$ cat src/rtl/dmem_pkg.sv
// dmem_pkg: shared FSM states, response codes and access-size constants for the data-memory controller.
package dmem_pkg;
  typedef enum logic [1:0] {IDLE, BUS, RESP} state_e;
  localparam logic [1:0] ERR_OK = 2'b00;
  localparam logic [1:0] ERR_MISALIGN = 2'b01;
  localparam logic [1:0] ERR_BUS = 2'b10;
  localparam logic [1:0] ERR_TIMEOUT = 2'b11;
  localparam logic [1:0] SZ_B = 2'b00;
  localparam logic [1:0] SZ_H = 2'b01;
  localparam logic [1:0] SZ_W = 2'b10;
  function automatic logic misaligned(input logic [1:0] sz, input logic [1:0] a);
    return (sz == SZ_H && a[0]) || (sz == SZ_W && a != 2'b00);
  endfunction
endpackage

$ cat src/rtl/dmem_timeout.sv
// dmem_timeout: saturating wait counter that flags expiry at TIMEOUT_CYCLES (0 disables).
module dmem_timeout #(
  parameter int TIMEOUT_CYCLES = 255,
  parameter int CNT_W = 8
) (
  input  logic clk,
  input  logic resetn,
  input  logic clr,
  input  logic en,
  output logic expired
);
  logic [CNT_W-1:0] cnt;
  always_ff @(posedge clk or negedge resetn)
    if (!resetn) cnt <= '0;
    else if (clr) cnt <= '0;
    else if (en && cnt != '1) cnt <= cnt + 1'b1;
  assign expired = (TIMEOUT_CYCLES != 0) && (cnt == CNT_W'(TIMEOUT_CYCLES));
endmodule

$ cat src/rtl/dmem_ctrl.sv
// dmem_ctrl: single-outstanding load/store controller bridging the core to a valid/ready data-memory bus.
module dmem_ctrl import dmem_pkg::*; #(
  parameter int TIMEOUT_CYCLES = 255,
  parameter int CNT_W = 8
) (
  input  logic        clk,
  input  logic        resetn,
  input  logic        req_valid,
  output logic        req_ready,
  input  logic        req_we,
  input  logic [31:0] req_addr,
  input  logic [31:0] req_wdata,
  input  logic [3:0]  req_wmask,
  input  logic [2:0]  req_funct3,
  output logic        stall,
  output logic        rsp_valid,
  output logic [31:0] rsp_rdata,
  output logic [1:0]  rsp_err,
  output logic        mem_valid,
  input  logic        mem_ready,
  output logic        mem_we,
  output logic [31:0] mem_addr,
  output logic [31:0] mem_wdata,
  output logic [3:0]  mem_wstrb,
  input  logic [31:0] mem_rdata,
  input  logic        mem_err
);
  state_e state;
  logic expired;
  logic unused_f3;
  assign unused_f3 = req_funct3[2];
  assign req_ready = state == IDLE;
  assign stall = req_valid | (state != IDLE);
  dmem_timeout #(.TIMEOUT_CYCLES(TIMEOUT_CYCLES), .CNT_W(CNT_W)) u_timeout (
    .clk(clk),
    .resetn(resetn),
    .clr(state != BUS),
    .en(mem_valid & ~mem_ready),
    .expired(expired)
  );
  always_ff @(posedge clk or negedge resetn)
    if (!resetn) begin
      state <= IDLE;
      mem_valid <= 1'b0;
      mem_we <= 1'b0;
      mem_addr <= '0;
      mem_wdata <= '0;
      mem_wstrb <= '0;
      rsp_valid <= 1'b0;
      rsp_rdata <= '0;
      rsp_err <= ERR_OK;
    end else begin
      rsp_valid <= 1'b0;
      if (state == IDLE && req_valid) begin
        if (misaligned(req_funct3[1:0], req_addr[1:0])) begin
          rsp_err <= ERR_MISALIGN;
          rsp_rdata <= '0;
          rsp_valid <= 1'b1;
          state <= RESP;
        end else begin
          mem_valid <= 1'b1;
          mem_we <= req_we;
          mem_addr <= {req_addr[31:2], 2'b00};
          mem_wdata <= req_wdata;
          mem_wstrb <= req_we ? req_wmask : 4'b0000;
          state <= BUS;
        end
      end else if (state == BUS && (mem_ready || expired)) begin
        // a handshake landing on the expiry cycle still completes normally
        mem_valid <= 1'b0;
        rsp_valid <= 1'b1;
        rsp_err <= mem_ready ? (mem_err ? ERR_BUS : ERR_OK) : ERR_TIMEOUT;
        rsp_rdata <= (mem_ready && !mem_err && !mem_we) ? mem_rdata : '0;
        state <= RESP;
      end else if (state == RESP) state <= IDLE;
    end
endmodule

$ cat config.mk
export PLATFORM = sky130hd
export DESIGN_NAME = dmem_ctrl
export DESIGN_NICKNAME = d
export VERILOG_FILES = /design/src/rtl/dmem_pkg.sv /design/src/rtl/dmem_timeout.sv /design/src/rtl/dmem_ctrl.sv
export SDC_FILE = /design/constraint.sdc
export NUM_CORES = 1
export LEC_CHECK = 0
export CAP_MARGIN = 10
export CORE_MARGIN = 1.5
export CORE_UTILIZATION = 44
export CTS_CLUSTER_DIAMETER = 60
export DETAILED_ROUTE_END_ITERATION = 8
export PLACE_DENSITY = 0.85
export SYNTH_ARGS = -nofsm -noshare
export SYNTH_HDL_FRONTEND = slang
export SYNTH_SLANG_ARGS = --single-unit
$ cat constraint.sdc
create_clock -name clk -period 3.08 [get_ports clk]
set_clock_uncertainty 0.15 [all_clocks]
set_input_delay 0.616 -clock clk [delete_from_list [all_inputs] [get_ports clk]]
set_output_delay 0.616 -clock clk [all_outputs]
set_load 0.005 [all_outputs]
# Yosys cells after proc, flatten, opt, wreduce, memory -nomap -nowiden
# Index checks and enable logic that the tools add are counted.
# W data, S select, Z words.
dict set report classes {
  mux 22
  bitwise 4
  n_reduce_logical 20
  add_sub_neg 1
  eq_ne 9
}
# operator n
set ops {}
lappend ops {{$mux W32} 4}
lappend ops {{$mux W2} 9}
lappend ops {{$mux W8} 2}
lappend ops {{$add A8 B1 Y8 const B} 1}
lappend ops {{$eq A8 B8 Y1 const B} 1}
lappend ops {{$ne A8 B8 Y1 const B} 1}
lappend ops {{$reduce_bool A2 Y1} 4}
lappend ops {{$logic_and A1 B1 Y1} 7}
lappend ops {{$mux W1} 6}
lappend ops {{$reduce_and A2 Y1} 3}
lappend ops {{$eq A2 B1 Y1 const B} 2}
lappend ops {{$eq A2 B2 Y1 const B} 2}
lappend ops {{$mux W4} 1}
lappend ops {{$ne A2 B1 Y1 const B} 2}
lappend ops {{$reduce_bool A3 Y1} 1}
lappend ops {{$logic_not A1 Y1} 2}
lappend ops {{$logic_not A2 Y1} 1}
lappend ops {{$logic_or A1 B1 Y1} 2}
lappend ops {{$ne A2 B2 Y1 const B} 1}
lappend ops {{$not A1 Y1} 2}
lappend ops {{$and A1 B1 Y1} 1}
lappend ops {{$or A1 B1 Y1} 1}
dict set report word_totals {
  inputBits 109
  word_cells 66
  reg_bits 113
  out_inout_bits 107
}

# Depth between registers and ports, before layout
dict set report logic_depth {
  depth_word 6
  mapped_depth 6
}

# By module
# A second synthesis with hierarchy kept.
dict set report hier_totals {
  cells_unflattened 303
  hier_area_um2 4708.3
}
# mod n_inst seq_area_each_um2 area_each_um2 cells_each
set by_module_without_submodules {}
lappend by_module_without_submodules {dmem_ctrl 1 2627.5 4239.1 256}
lappend by_module_without_submodules {dmem_timeout 1 200.2 469.2 47}

# Worst setup path before layout
# Ideal clock, no wire load.
dict set report synth_timing {
  kind {input to register}
  from {in req_funct3[0]}
  to {reg mem_addr[10]}
  cell_stages 4
  path_slack_ns 1.183
  path_buffers 1
  arrival_time_ns 1.622
  setup_ns 0.125
  path_cell_list {nand2b_1 -> o221ai_4 -> buf_6 -> mux2_4}
}
dict set report synth_via {
  elab_chain_len 5
  elab_cells_between_ends 7
  cone_classes {2 x eq/ne; 1 x bitwise; 4 x reduce/logical}
}
# element line_no
set synth_rtl {}
lappend synth_rtl {{from (decl)} dmem_ctrl.sv:14} ;# input logic [2:0] req_funct3,
lappend synth_rtl {{$eq A2 B1 Y1 or $eq A2 B2 Y1 (tied branches)} dmem_pkg.sv:12} ;# return (sz == SZ_H && a[0]) || (sz == SZ_W && a != 2'b00);
lappend synth_rtl {{$logic_and A1 B1 Y1} dmem_pkg.sv:12}
lappend synth_rtl {{$logic_or A1 B1 Y1 *} dmem_pkg.sv:12}
lappend synth_rtl {{$not A1 Y1 (no line) *} --}
lappend synth_rtl {{$reduce_and A2 Y1 (no line) *} --}
lappend synth_rtl {{to (signal assigned)} dmem_ctrl.sv:63} ;# mem_addr <= {req_addr[31:2], 2'b00};
lappend synth_rtl {{to (decl)} dmem_ctrl.sv:22} ;# output logic [31:0] mem_addr,
# Every way passes the cells marked *; elsewhere a longest branch is shown, timed or not.
# A chain may end at the register's enable or synchronous reset.

# Final worst setup path
dict set report layout_timing {
  from {in req_valid}
  to {out stall}
}
dict set report layout_via {
  elab_chain_len 1
}
# element line_no
set layout_rtl {}
lappend layout_rtl {{from (decl)} dmem_ctrl.sv:8} ;# input logic req_valid,
lappend layout_rtl {{$or A1 B1 Y1} dmem_ctrl.sv:33} ;# assign stall = req_valid | (state != IDLE);
lappend layout_rtl {{to (decl)} dmem_ctrl.sv:15} ;# output logic stall,
# Every way passes these cells.

==> metrics.md <==
| Metric | Value |
|---|---|
| Post-Synth XOR/XNOR Area | 0.567% |
| Register area | between 2000 and 3000 sq um |
| CTS tree | yes |
| Dpl hpwl | between 8000 and 9000 um |
| Clk pwr share | between 20% and 30% |
| Max IR drop VDD | between 500 and 600 uV |
| Cell mode on critical path | clkdlybuf4s50_1 |
| Slowest Stage Delay on Critical Path | 0.47 ns |
| Multi-input logic area | approximately 1700 sq um |
| Final instance area | between 7000 and 8000 sq um |
| Hold Violations, Final | 0 |
| Initial Util | between 40% and 50% |
| Crit path kind | in -> out |
| Setup Total Neg Slack | 0 ns |
| Filler cell count in the final layout | 691 |
| Maximum clock rate | 382 MHz |
| Worst-skew pair later-pin latency | roughly 0.5 ns |
| Nets | ~630 |
| Share of cells above drive strength 1 | about a fifth |
| Vias per Instance | around 5.1 |
| Vias post-DR | approximately 3,400 |
| Post-synthesis sequential area ratio | ~61% |
| Yosys reg bits | between 100 and 150 |
| Top_reg_cell synth | dfrtp_1 |
| Largest net degree at the start of global routing | 60 |
| Hold buffer count at cts | 0 |
| Mean Syn Cell Area | roughly 16 sq um |
| H-tree depth | 4 |
| Mapped Cells | 296 |
| Post-DR wirelength/cell | ~18 um |
| Distinct cell type count after synthesis | 40 |
| Gpl congestion | 0.801 |
| Placement Cell Area | ~6900 sq um |
| Slew @ Worst Pin | between 0.7 and 0.8 ns |
| I/O Buffers | 212 |
| Crit-path cells | clkdlybuf4s50_1 > or3_1 > clkdlybuf4s50_1 |
| DIE AREA | between 10,000 and 15,000 sq um |
| Combinational share of power | 40.4% |
| Slew Limit Fails | 0 |
| CP Launch Type | input pin |
| Core outline area | 10,300 sq um |
| Max-Cap Viols | 0 |
| Async S/R FF share, synth | 100% |
| Setup bufs post-CTS | 0 |
| Number of flops mapped to enable cells by yosys | 0 |
| Compound-Gate Fraction of Synth Area | 9.74% |
| Synth Area in Adders | 0.270% |
| Hold Path Class | in -> async |
| LEAKAGE | ~0.0034 uW |
| Critical Path Sink Type | primary output |
| Slowest stage cell, crit path | clkdlybuf4s50_1 |
| Setup WS post-layout | 0.459 ns |
| Area delta synth->final | 59.9% |
| Final setup vio count | 0 |
| Total global routing overflow | 0 |
| Total chip power | ~7300 uW |
| Worst Path Required | 2.31 ns |
| Mux share of post-synthesis cell area | roughly a fifth |
| Slew Limit Headroom | 52.0% |
| Row count | 37 |
| Sw Ratio | 27.0% |
| Internal | between 5000 and 6000 uW |
| WL final | 11,800 um |
| Initial drt markers | between 100 and 150 |
| Main combinational cell family by area after synthesis | multiplexers |
| CP Data Arrival Time | between 1.5 and 2 ns |
| Die X | approximately 110 um |
| Final worst path period need | around 2.6 ns |
| Root Driver | clkbuf_8 |
| Clock sink total | ~110 |
| Area of the mapped netlist | 4640 sq um |
| Initial antenna violation count | 0 |
| Synth warnings | 0 |
| Top cells by area, synth | dfrtp_1 61%, mux2_4 19%, a22o_1 6.0% |
| DP Worst Slack | between 0.5 and 0.6 ns |
| Worst path bufs/invs | 2 |
| Yosys top cell area share | about three fifths |
| Max clock buf depth | 2 |
| Cell family with most CP delay | buffers and inverters |
| Drt drc | 0 |
| PostCTS Resize Cnt | 0 |
| Final period util | between 80% and 90% |
| Status | completed |
| Post-route ant nets | 0 |
| Simple-gate share of the synthesized area | around 5% |
| Total GRT Usage | a little over a fifth |
| Die height | between 100 and 150 um |
| Critical Path Fanout Max | 2 |
| NetSw | around 2000 uW |
| Vias in the first global route | ~3,600 |
| RSZ-0062 raised after global routing | no |
| Largest area contributor in the netlist | dfrtp_1 |
| Antenna Cells | 0 |
| Reg clk slew, reported paths | 0.05 ns |
| First-pass GRT wire length | roughly 19,000 um |
| Reg power frac | 35.4% |
| Ports | 216 |
| Num CTS Buffers | 17 |
| Detailed Routing Iterations Pass 1 | 4 |
| P per Cell Area | a little under 1000 nW/um^2 |
==> metal layers <==
layer  up-vias  part of all wire [%]  track usage (%)
met5         -                     0                0
met4         0                   2.3             8.69
met3        21                   6.7             6.68
met2       149                    51             36.0
met1      1703                    40             26.1
li1       1504                     -                -
==> power groups by stage <==
stage	combinational, uW	clock, uW	sequential (uW)
after detailed placement	2950	0	2570
after floorplan	1230	0	2570
final	2930	1760	2570
after CTS	2970	1790	2570
after global placement	2890	0	2540
after global routing	3100	1860	2640
==> kinds of logic after synthesis <==
| logic type | Yosys count |
|---|---|
| multiplexers | 64 |
| AO/OA/AOI/OAI | 53 |
| buffers and inverters | 19 |
| flip-flops | 113 |
| other | 1 |
| adder cells (fa/ha/maj) | 1 |
| AND/OR/NAND/NOR | 42 |
| XOR/XNOR | 3 |
==> stage by stage <==
step           cells  utilization, %  hold WS, ns
2_1_floorplan    297               -        0.170
3_3_place_gp     634            66.9        0.320
3_5_place_dp     634            66.9        0.327
4_1_cts          665            72.1       0.0257
5_1_grt          665            72.1       0.0547
6_report         665            72.1      0.00343
==> final cells by class <==
| type | count | area share (%) |
|---|---|---|
| Tap cell | 136 | 2.30 |
| Clock inverter | 10 | 1.18 |
| Sequential cell | 113 | 38.1 |
| Timing Repair Buffer | 217 | 29.4 |
| Inverter | 3 | 0.152 |
| Clock buffer | 21 | 6.06 |
| Multi-Input combinational cell | 165 | 22.7 |
==> final timing paths <==
check / slack [ns] / to / startpoint / cells past startpoint
setup reg to reg: 1.00 / rsp_rdata[15]$_DFFE_PN0P_ / u_timeout.cnt[0]$_DFFE_PN0P_ / 6
min in group clk: 0.33 / mem_wstrb[1]$_DFFE_PN0P_ / mem_wstrb[1]$_DFFE_PN0P_ / 2
hold / removal: 0.003 / mem_addr[9]$_DFFE_PN0P_ / resetn / 1
hold reg to reg: 0.33 / mem_wstrb[1]$_DFFE_PN0P_ / mem_wstrb[1]$_DFFE_PN0P_ / 2
setup / recovery: 0.46 / stall / req_valid / 3
max in group asynchronous: 2.00 / mem_addr[31]$_DFFE_PN0P_ / resetn / 2
==> cells in the final DEF, fill, tap and decap left out, types with 4 or more instances in the layout <==
cell type,n
a22o_1,32
buf_4,4
clkbuf_16,16
clkdlybuf4s50_1,211
clkinv_2,4
clkinvlp_4,5
dfrtp_1,113
mux2_4,60
nand2_1,16
nand2b_1,4
nor2_1,6
o21ai_0,8
==> worst reg2reg max path: stages, from the launching register on <==
cell and delay [ns]:
dfrtp_1 0.40, ha_1 0.24, and3_4 0.19, a21oi_2 0.30, a2bb2oi_4 0.15, buf_4 0.35
a22o_1 0.24
==> sequential cells by signal (all words and copies together) (netlist names) <==
name and cells:
u_timeout.cnt 8, rsp_err 2, mem_wdata 32, rsp_rdata 32
state 2, mem_wstrb 4, mem_valid 1, mem_we 1
rsp_valid 1, mem_addr 30
==> Yosys cell counts, types with 2 or more instances <==
| cell type | count |
|---|---|
| nand3_1 | 2 |
| mux2_2 | 3 |
| inv_1 | 3 |
| clkbuf_1 | 3 |
| mux2_4 | 60 |
| nand2b_1 | 4 |
| nor3_1 | 2 |
| nand2_1 | 16 |
| buf_2 | 4 |
| xnor2_1 | 2 |
| buf_6 | 6 |
| a22o_1 | 32 |
| buf_4 | 3 |
| or3_1 | 3 |
| a21oi_1 | 3 |
| o21ai_0 | 8 |
| nor2b_1 | 2 |
| dfrtp_1 | 113 |
| nor2_1 | 6 |
No activity file was read; power rests on OpenSTA's default activity.
